File: config.mk
export PLATFORM = sky130hd
export DESIGN_NAME = mux2_rr_arbiter
export DESIGN_NICKNAME = d
export VERILOG_FILES = /design/src/rtl/mux_arb_pkg.sv /design/src/rtl/rr_pick2.sv /design/src/rtl/mux2_rr_arbiter.sv
export SDC_FILE = /design/constraint.sdc
export NUM_CORES = 1
export LEC_CHECK = 0
export ABC_AREA = 1
export CELL_PAD_IN_SITES_DETAIL_PLACEMENT = 1
export CELL_PAD_IN_SITES_GLOBAL_PLACEMENT = 1
export CORE_MARGIN = 1.5
export CORE_UTILIZATION = 35
export CTS_BUF_LIST = sky130_fd_sc_hd__clkbuf_8
export DETAILED_ROUTE_END_ITERATION = 12
export PLACE_DENSITY_LB_ADDON = 0.1
export SYNTH_ARGS = -nofsm -noshare
export SYNTH_HDL_FRONTEND = slang
export SYNTH_HIERARCHICAL = 1
export SYNTH_SLANG_ARGS = --single-unit
File: constraint.sdc
create_clock -name clk -period 2.2 [get_ports clk]
set_input_delay 0.22 -clock clk [delete_from_list [all_inputs] [get_ports clk]]
set_output_delay 0.22 -clock clk [all_outputs]
set_load 0.01 [all_outputs]
File: src/rtl/mux_arb_pkg.sv
// mux_arb_pkg
//   Shared definitions for the 2:1 mux round-robin arbiter: FSM state
//   encoding and the mux select polarity.
//   The select encoding is also used to name sides (last owner, switch
//   target), so "last_q == SEL_A" reads as "A owned the mux last".
package mux_arb_pkg;

  typedef enum logic [1:0] {
    ST_IDLE  = 2'd0,
    ST_GNT_A = 2'd1,
    ST_GNT_B = 2'd2,
    ST_DEAD  = 2'd3
  } arb_state_e;

  localparam logic SEL_A = 1'b1;
  localparam logic SEL_B = 1'b0;

  // Grant state belonging to a side, given in select encoding.
  function automatic arb_state_e gnt_state(input logic side);
    return (side == SEL_A) ? ST_GNT_A : ST_GNT_B;
  endfunction

endpackage

File: src/rtl/rr_pick2.sv
// rr_pick2
//   Two-way round-robin pick. A lone requester wins; on a tie the side
//   that did not own the mux last wins. At most one pick output is high.
// Ports
//   req_a_i, req_b_i : request levels
//   last_i           : last owner, select encoding (SEL_A / SEL_B)
//   pick_a_o         : A wins this arbitration
//   pick_b_o         : B wins this arbitration
import mux_arb_pkg::*;

module rr_pick2 (
  input  logic req_a_i,
  input  logic req_b_i,
  input  logic last_i,
  output logic pick_a_o,
  output logic pick_b_o
);

  assign pick_a_o = req_a_i & (~req_b_i | (last_i == SEL_B));
  assign pick_b_o = req_b_i & (~req_a_i | (last_i == SEL_A));

endmodule

File: src/rtl/mux2_rr_arbiter.sv
// mux2_rr_arbiter
//   Shares one 2:1 transmission-gate mux between requesters A and B.
//   Round-robin on ties, bounded burst while the other side waits, and
//   break-before-make on the select: every source change passes through
//   DEAD_CYC cycles with both grants low.
// Parameters
//   BURST_MAX : max consecutive granted cycles while the other side requests
//   DEAD_CYC  : dead cycles on a source switch
//   CNT_W     : counter width, holds max(BURST_MAX, DEAD_CYC)
// Ports
//   clk, rst_n        : clock, asynchronous active-low reset
//   req_a, req_b      : request levels, held while wanted
//   grant_a, grant_b  : registered ownership this cycle
//   sel               : mux enable, 1 = A passes, 0 = B passes
//   out_en            : grant_a | grant_b
//   busy              : FSM not idle
import mux_arb_pkg::*;

module mux2_rr_arbiter #(
  parameter int BURST_MAX = 4,
  parameter int DEAD_CYC  = 1,
  parameter int CNT_W     = 3
) (
  input  logic clk,
  input  logic rst_n,
  input  logic req_a,
  input  logic req_b,
  output logic grant_a,
  output logic grant_b,
  output logic sel,
  output logic out_en,
  output logic busy
);

  localparam logic [CNT_W-1:0] BURST_LAST = CNT_W'(BURST_MAX - 1);
  localparam logic [CNT_W-1:0] DEAD_LAST  = CNT_W'(DEAD_CYC - 1);

  arb_state_e       state_q;
  logic [CNT_W-1:0] cnt_q;
  logic             last_q;    // previous owner
  logic             tgt_q;     // side a DEAD period switches toward
  logic             grant_a_q;
  logic             grant_b_q;
  logic             sel_q;

  logic pick_a, pick_b, pick_side;

  // IDLE and the end of DEAD both arbitrate against last_q.
  rr_pick2 u_pick (
    .req_a_i  (req_a),
    .req_b_i  (req_b),
    .last_i   (last_q),
    .pick_a_o (pick_a),
    .pick_b_o (pick_b)
  );

  assign pick_side = pick_a ? SEL_A : SEL_B;

  always_ff @(posedge clk or negedge rst_n) begin
    if (!rst_n) begin
      state_q   <= ST_IDLE;
      cnt_q     <= '0;
      last_q    <= SEL_B;
      tgt_q     <= SEL_B;
      grant_a_q <= 1'b0;
      grant_b_q <= 1'b0;
      sel_q     <= SEL_B;
    end else begin
      case (state_q)
        ST_IDLE: begin
          // Output is already off, so sel may load together with the grant.
          if (pick_a || pick_b) begin
            state_q   <= gnt_state(pick_side);
            grant_a_q <= pick_a;
            grant_b_q <= pick_b;
            sel_q     <= pick_side;
            cnt_q     <= '0;
          end
        end

        ST_GNT_A: begin
          if (!req_a || (req_b && cnt_q == BURST_LAST)) begin
            grant_a_q <= 1'b0;
            last_q    <= SEL_A;
            cnt_q     <= '0;
            if (req_b) begin
              // Grant drops and sel flips on the same edge; the mux is
              // disabled for the whole DEAD period that follows.
              state_q <= ST_DEAD;
              tgt_q   <= SEL_B;
              sel_q   <= SEL_B;
            end else begin
              state_q <= ST_IDLE;
            end
          end else if (cnt_q != BURST_LAST) begin
            // Saturates: a lone holder keeps the mux indefinitely.
            cnt_q <= cnt_q + 1'b1;
          end
        end

        ST_GNT_B: begin
          if (!req_b || (req_a && cnt_q == BURST_LAST)) begin
            grant_b_q <= 1'b0;
            last_q    <= SEL_B;
            cnt_q     <= '0;
            if (req_a) begin
              state_q <= ST_DEAD;
              tgt_q   <= SEL_A;
              sel_q   <= SEL_A;
            end else begin
              state_q <= ST_IDLE;
            end
          end else if (cnt_q != BURST_LAST) begin
            cnt_q <= cnt_q + 1'b1;
          end
        end

        ST_DEAD: begin
          if (cnt_q == DEAD_LAST) begin
            cnt_q <= '0;
            if (!(pick_a || pick_b)) begin
              state_q <= ST_IDLE;
            end else if (pick_side == tgt_q) begin
              // sel already points at the winner.
              state_q   <= gnt_state(pick_side);
              grant_a_q <= pick_a;
              grant_b_q <= pick_b;
            end else begin
              // Target gave up; switch toward the other side with a fresh
              // dead period. The abandoned target is recorded as last so a
              // later tie resolves toward the new target and cannot bounce.
              tgt_q  <= pick_side;
              sel_q  <= pick_side;
              last_q <= tgt_q;
            end
          end else begin
            cnt_q <= cnt_q + 1'b1;
          end
        end

        default: begin
          state_q   <= ST_IDLE;
          cnt_q     <= '0;
          grant_a_q <= 1'b0;
          grant_b_q <= 1'b0;
        end
      endcase
    end
  end

  assign grant_a = grant_a_q;
  assign grant_b = grant_b_q;
  assign sel     = sel_q;
  assign out_en  = grant_a_q | grant_b_q;
  assign busy    = (state_q != ST_IDLE);

endmodule

# Word-level counts from Yosys, hierarchy flattened
# Cells that the tools add are included.
[totals] out_inout_bits=5 reg_bits=10 word_cells=95
[classes] n_reduce_logical=19 n_bitwise=8 eq_ne=16 add_sub_neg=1 muxes=44
[ops] op="1-bit 2-to-1 mux" n=23
[ops] op="2-bit 2-to-1 mux" n=9
[ops] op="2-bit != test, second input constant" n=9
[ops] op="6-bit AND reduction" n=3
[ops] op="8-bit AND reduction" n=2
[ops] op="3-bit 2-to-1 mux" n=5
[ops] op="1-bit case mux with 3 select lines" n=4
[ops] op="3-bit case mux with 4 select lines" n=1
[ops] op="3-bit nonzero test" n=3
[ops] op="2-bit case mux with 4 select lines" n=1
[ops] op="5-bit AND reduction" n=1
[ops] op="2-bit equality test, second input constant" n=2
[ops] op="1-bit case mux with 4 select lines" n=1
[ops] op="3-bit by 1-bit adder with 3-bit output, second input constant" n=1
[ops] op="3-bit by 2-bit equality test with 1-bit output, second input constant" n=1
[ops] op="3-bit zero test" n=1
[ops] op="1-bit logical OR" n=3
[ops] op="3-bit by 2-bit != test with 1-bit output, second input constant" n=1
[ops] op="3-bit != test, second input constant" n=1
[ops] op="1-bit inverter" n=3
[ops] op="1-bit OR" n=3
[ops] op="1-bit bitwise AND" n=2
[ops] op="2-bit by 1-bit equality test with 1-bit output, second input constant" n=1
[ops] op="1-bit logical AND" n=2
[ops] op="4 further kinds" n=5

# Longest topological paths before layout
# Gate-level depths: netlist (run 1).
[depth] word_depth=9 ltp_mapped=11 depth_no_buf=11

# Modules after synthesis
# The synthesis (run 1) kept the hierarchy.
[by_module_without_submodules] module="mux2_rr_arbiter" instances=1 cells_each=133 seq_area_each_um2=250.2 area_per_inst_um2=905.9
[by_module_without_submodules] module="rr_pick2" instances=1 cells_each=5 seq_area_each_um2=0.0 area_per_inst_um2=20.0

# Worst setup path after synthesis (run 1)
# Ideal clock, no wire load.
[synth_timing] kind="flip-flop to flip-flop" start="register cnt_q[0]" end="register tgt_q" arrival_time_ns=1.304 stages_incl_launch_ff=9 setup_time_ns=0.117 slack_ns=0.779 required_ns=2.083 cell_sequence="dfrtp_1 -> ha_1 -> ha_1 -> nand2_1 -> nand3_1 -> nand2_4 -> nor2_1 -> nand3_1 -> nand2_1"
[synth_via] elab_chain_cells=5 elab_cells_between_ends=10 cone_classes="eq/ne (4); reduce/logical (6)"
[synth_rtl] item="start: declaration" line_no="mux2_rr_arbiter.sv:39" source="logic [CNT_W-1:0] cnt_q;"
[synth_rtl] item="start signal: assignment" line_no="mux2_rr_arbiter.sv:97" source="cnt_q <= cnt_q + 1'b1;"
[synth_rtl] item="start signal: assignment" line_no="mux2_rr_arbiter.sv:114" source="cnt_q <= cnt_q + 1'b1;"
[synth_rtl] item="start signal: assignment" line_no="mux2_rr_arbiter.sv:137" source="cnt_q <= cnt_q + 1'b1;"
[synth_rtl] item="3-bit by 2-bit equality test with 1-bit output" line_no="mux2_rr_arbiter.sv:82, mux2_rr_arbiter.sv:102"
[synth_rtl] item="1-bit logical AND (on tied branches)" line_no="mux2_rr_arbiter.sv:102, mux2_rr_arbiter.sv:82"
[synth_rtl] item="1-bit logical OR (on tied branches)" line_no="mux2_rr_arbiter.sv:102, mux2_rr_arbiter.sv:82"
[synth_rtl] item="2-bit != test (no source line)"
[synth_rtl] item="8-bit AND reduction (no source line) *"
[synth_rtl] item="end signal: assignment" line_no="mux2_rr_arbiter.sv:132" source="tgt_q <= pick_side;"
[synth_rtl] item="end: declaration" line_no="mux2_rr_arbiter.sv:41" source="logic tgt_q;"
# Mark *: on every way between the ends. The rest lies on a longest branch, timed or not.
# A chain may end at the register's enable or synchronous reset.

# Worst setup path after layout (run 1)
[layout_timing] start="register state_q[0]" end="output busy"
[layout_via] elab_chain_cells=1
[layout_rtl] item="start: declaration" line_no="mux2_rr_arbiter.sv:38" source="arb_state_e state_q;"
[layout_rtl] item="start signal: assignment" line_no="mux2_rr_arbiter.sv:73" source="state_q <= gnt_state(pick_side);"
[layout_rtl] item="start signal: assignment" line_no="mux2_rr_arbiter.sv:125" source="state_q <= gnt_state(pick_side);"
[layout_rtl] item="2-bit nonzero test" line_no="mux2_rr_arbiter.sv:155" source="assign busy = (state_q != ST_IDLE);"
[layout_rtl] item="end: declaration" line_no="mux2_rr_arbiter.sv:32" source="output logic busy"
# Every way passes these cells.

==> results of run 1 <==
-- per-stage QoR --
step,std cells,setup WS [ns]
4_1_cts,179,0.246
2_1_floorplan,138,0.779
3_5_place_dp,175,0.185
3_3_place_gp,175,0.277
5_1_grt,179,0.172
6_report,179,0.271
-- state kept, by name, summed over array words and instances (netlist names) --
name and count:
sel 1, state_q 2, tgt_q 1, cnt_q 3, grant_b 1, grant_a 1, last_q 1
-- worst max-delay path, delay by kind of cell (launching register included) --
family	cells	cell delay [ns]
buf+inv	3	0.76
fa+ha+maj	1	0.28
flops	1	0.42
-- cell type report --
class | count | area, sq um
fillers | 328 | 1410
multi-input cells | 108 | 599
flip-flops and latches | 10 | 250
repair buffers | 8 | 80.1
inverters | 19 | 71.3
clock buffers | 4 | 55.1
well taps | 30 | 37.5
-- layer usage --
| metal | vias up | routed length, microns | track usage [%] | part of all wire, % |
|---|---|---|---|---|
| met2 | 18 | 1080 | 32.3 | 45 |
| li1 | 449 | - | - | - |
| met1 | 406 | 1190 | 23.9 | 50 |
| met3 | 6 | 74 | 3.28 | 3.1 |
| met5 | - | 0 | 0 | 0 |
| met4 | 0 | 48 | 7.50 | 2.0 |
-- kinds of logic (layout without fill, tap and decap cells) --
kind of cell	count (synthesis)	after routing	synth area share (%)
compound gates	15	15	8.11
xor+xnor	1	1	0.946
fa+ha+maj	11	11	14.9
flops	10	10	27.0
simple gates	81	81	40.8
buf+inv	20	31	8.24
-- worst paths after layout --
kind / slack [ns] / endpoint
worst min-delay path: 0.33 / state_q[0]
worst max-delay path: 0.27 / busy
min in group clk: 0.48 / sel
worst min register to register: 0.48 / sel
max in group asynchronous: 1.51 / cnt_q[1]
worst max register to register: 0.57 / sel
-- report_power, final --
group          internal [mW]  switching [mW]
Combinational          0.340           0.526
Clock                  0.158          0.0819
Sequential             0.255          0.0655
-- layout by cell type, fill, tap and decap left out --
cell type / Yosys / routed
a21oi_1: 6 / 6
clkbuf_8: 0 / 4
clkdlybuf4s50_1: 0 / 8
dfrtp_1: 10 / 10
ha_1: 11 / 11
inv_1: 17 / 17
inv_2: 2 / 2
nand2_1: 50 / 50
nand2_2: 2 / 2
nand2_4: 4 / 4
nand3_1: 9 / 9
nand3b_1: 2 / 2
nor2_1: 10 / 10
nor2_2: 1 / 1
nor2_4: 2 / 2
o21ai_0: 7 / 7
o21ai_1: 2 / 2
or2_2: 1 / 1
xnor2_1: 1 / 1
==> metrics.md, run 1 <==
| Metric | Value |
|---|---|
| Most frequent cell after synthesis | `nand2_1` |
| Clock skew | `0.00391 ns` |
| Placer Congestion | `0.872` |
| Die Width | `54.4 microns` |
| Number of setup buffers added after CTS | `0` |
| I/O pin count | `9` |
| Crit Reg-Reg Startpoint | `cnt_q[0]` |
| Fin crit period | `1.93 ns` |
| Clk root buf | `clkbuf_8` |
| Largest net degree at the start of global routing | `11` |
| Data arrival, critical path | `1.71 ns` |
| Top cells by area, synth | `dfrtp_1 (27%), nand2_1 (20%), ha_1 (15%)` |
| Syn Area/Cell | `6.71 sq um` |
| Routed WL per cell | `13.4 microns` |
| Kind of critical path | `flip-flop to output port` |
| VDD IR max | `0.000583 V` |
| Post-layout net count | `165` |
| Hold Path Class | `input port to async pin` |
| First-pass GRT wire length | `3930 microns` |
| DR iter-0 viols | `12` |
| Row Count | `18` |
| Fin. max-slew vios | `0` |
| Leakage | `0.600 nW` |
| Area leader, netlist | `dfrtp_1` |
| Hold Vio Cnt, Final | `0` |
| Core Footprint | `0.00250 sq mm` |
| First-pass DRT Iterations | `4` |
| Post-Syn Area | `926 sq um` |
| H-tree depth | `1` |
| Slew HR | `64.1%` |
| Outcome | `finished clean` |
| Antenna diode instance count | `0` |
| Fmax | `518 MHz` |
| Synth top cells by count | `nand2_1 (50), inv_1 (17), ha_1 (11), dfrtp_1 (10), nor2_1 (10)` |
| Number of global-route vias before repair | `906` |
| Fraction of registers with async set/reset | `100%` |
| Worst Tran Pin Value | `0.537 ns` |
| GRT Total Usage | `19.1%` |
| Reg2Reg Depth | `9` |
| Hold_ws | `0.329 ns` |
| DP HPWL | `1900 microns` |
| CP Capture Type | `output port` |
| Top-area cell type share of the netlist area | `27.0%` |
| P&R area growth vs syn | `18.1%` |
| Via count | `879` |
| Seq cells post-synth | `10` |
| Initial antenna violation count | `0` |
| Synthesized net count | `153` |
| Final core utilization | `43.7%` |
| Maxcap violations | `0` |
| CTS Buf Count | `3` |
| GRT overflow | `0` |
| CTS Sinks | `10` |
| Clock latency on the worst-skew pair | `0.24 ns` |
| Syn. warnings | `6` |
| CTS clock-pin slew for the worst setup and hold paths | `0.05 ns` |
| TritonCTS clock tree | `yes` |
| Top FF cell, synth | `dfrtp_1` |
| Die Span Y | `54.4 microns` |
| Distinct cells, synth | `18` |
| Type of origin of the critical path | `flip-flop` |
| Unrepaired setup endpoints after global routing | `false` |
| DRC viols | `0` |
| CTS max path bufs | `2` |
| Pwr Density | `1300 mW/mm^2` |
| CP max stage delay | `0.54 ns` |
| Final antenna-violating net count | `0` |
| Gate Count Post-Synth | `138` |
| Share of layout cells above drive strength 1 | `10.7%` |
| CP startpoint | `state_q[0]` |
| Final setup viols | `0` |
| Post-synth EDFFs | `0` |
| Cts repair resizes | `0` |
| Design Power | `1.43 mW` |
| CP max FO | `5` |
| Post-Route WL | `2390 microns` |
| Final period util | `87.7%` |
| Critical Path RT | `1.98 ns` |
| PortBufs | `8` |
| Hold_buf cts | `0` |
| CP max-delay cell | `clkdlybuf4s50_1` |
| Initial core utilization | `37.0%` |
| Via density | `4.91` |
| Setup tns final | `0 ns` |
| Crit-path cells | `inv_1 > ha_1 > inv_1 > clkdlybuf4s50_1` |
| Die area | `0.00296 sq mm` |
| Post-route cell area | `0.00109 sq mm` |
| Cell Area, Placed | `0.00104 sq mm` |
| CP dominant cell by count | `inv_1` |
| Register area share after synthesis | `27.0%` |
Note: power is estimated with default switching activity, not from simulation.
==> run 2: changes to the inputs <==
--- a/config.mk
+++ b/config.mk
@@ -13,6 +13,7 @@
 export CTS_BUF_LIST = sky130_fd_sc_hd__clkbuf_8
 export DETAILED_ROUTE_END_ITERATION = 12
 export PLACE_DENSITY_LB_ADDON = 0.1
+export SLEW_MARGIN = 10
 export SYNTH_ARGS = -nofsm -noshare
 export SYNTH_HDL_FRONTEND = slang
 export SYNTH_HIERARCHICAL = 1
==> results of run 2 <==
No change in the layout: final DEF, timing and power equal those of run 1.
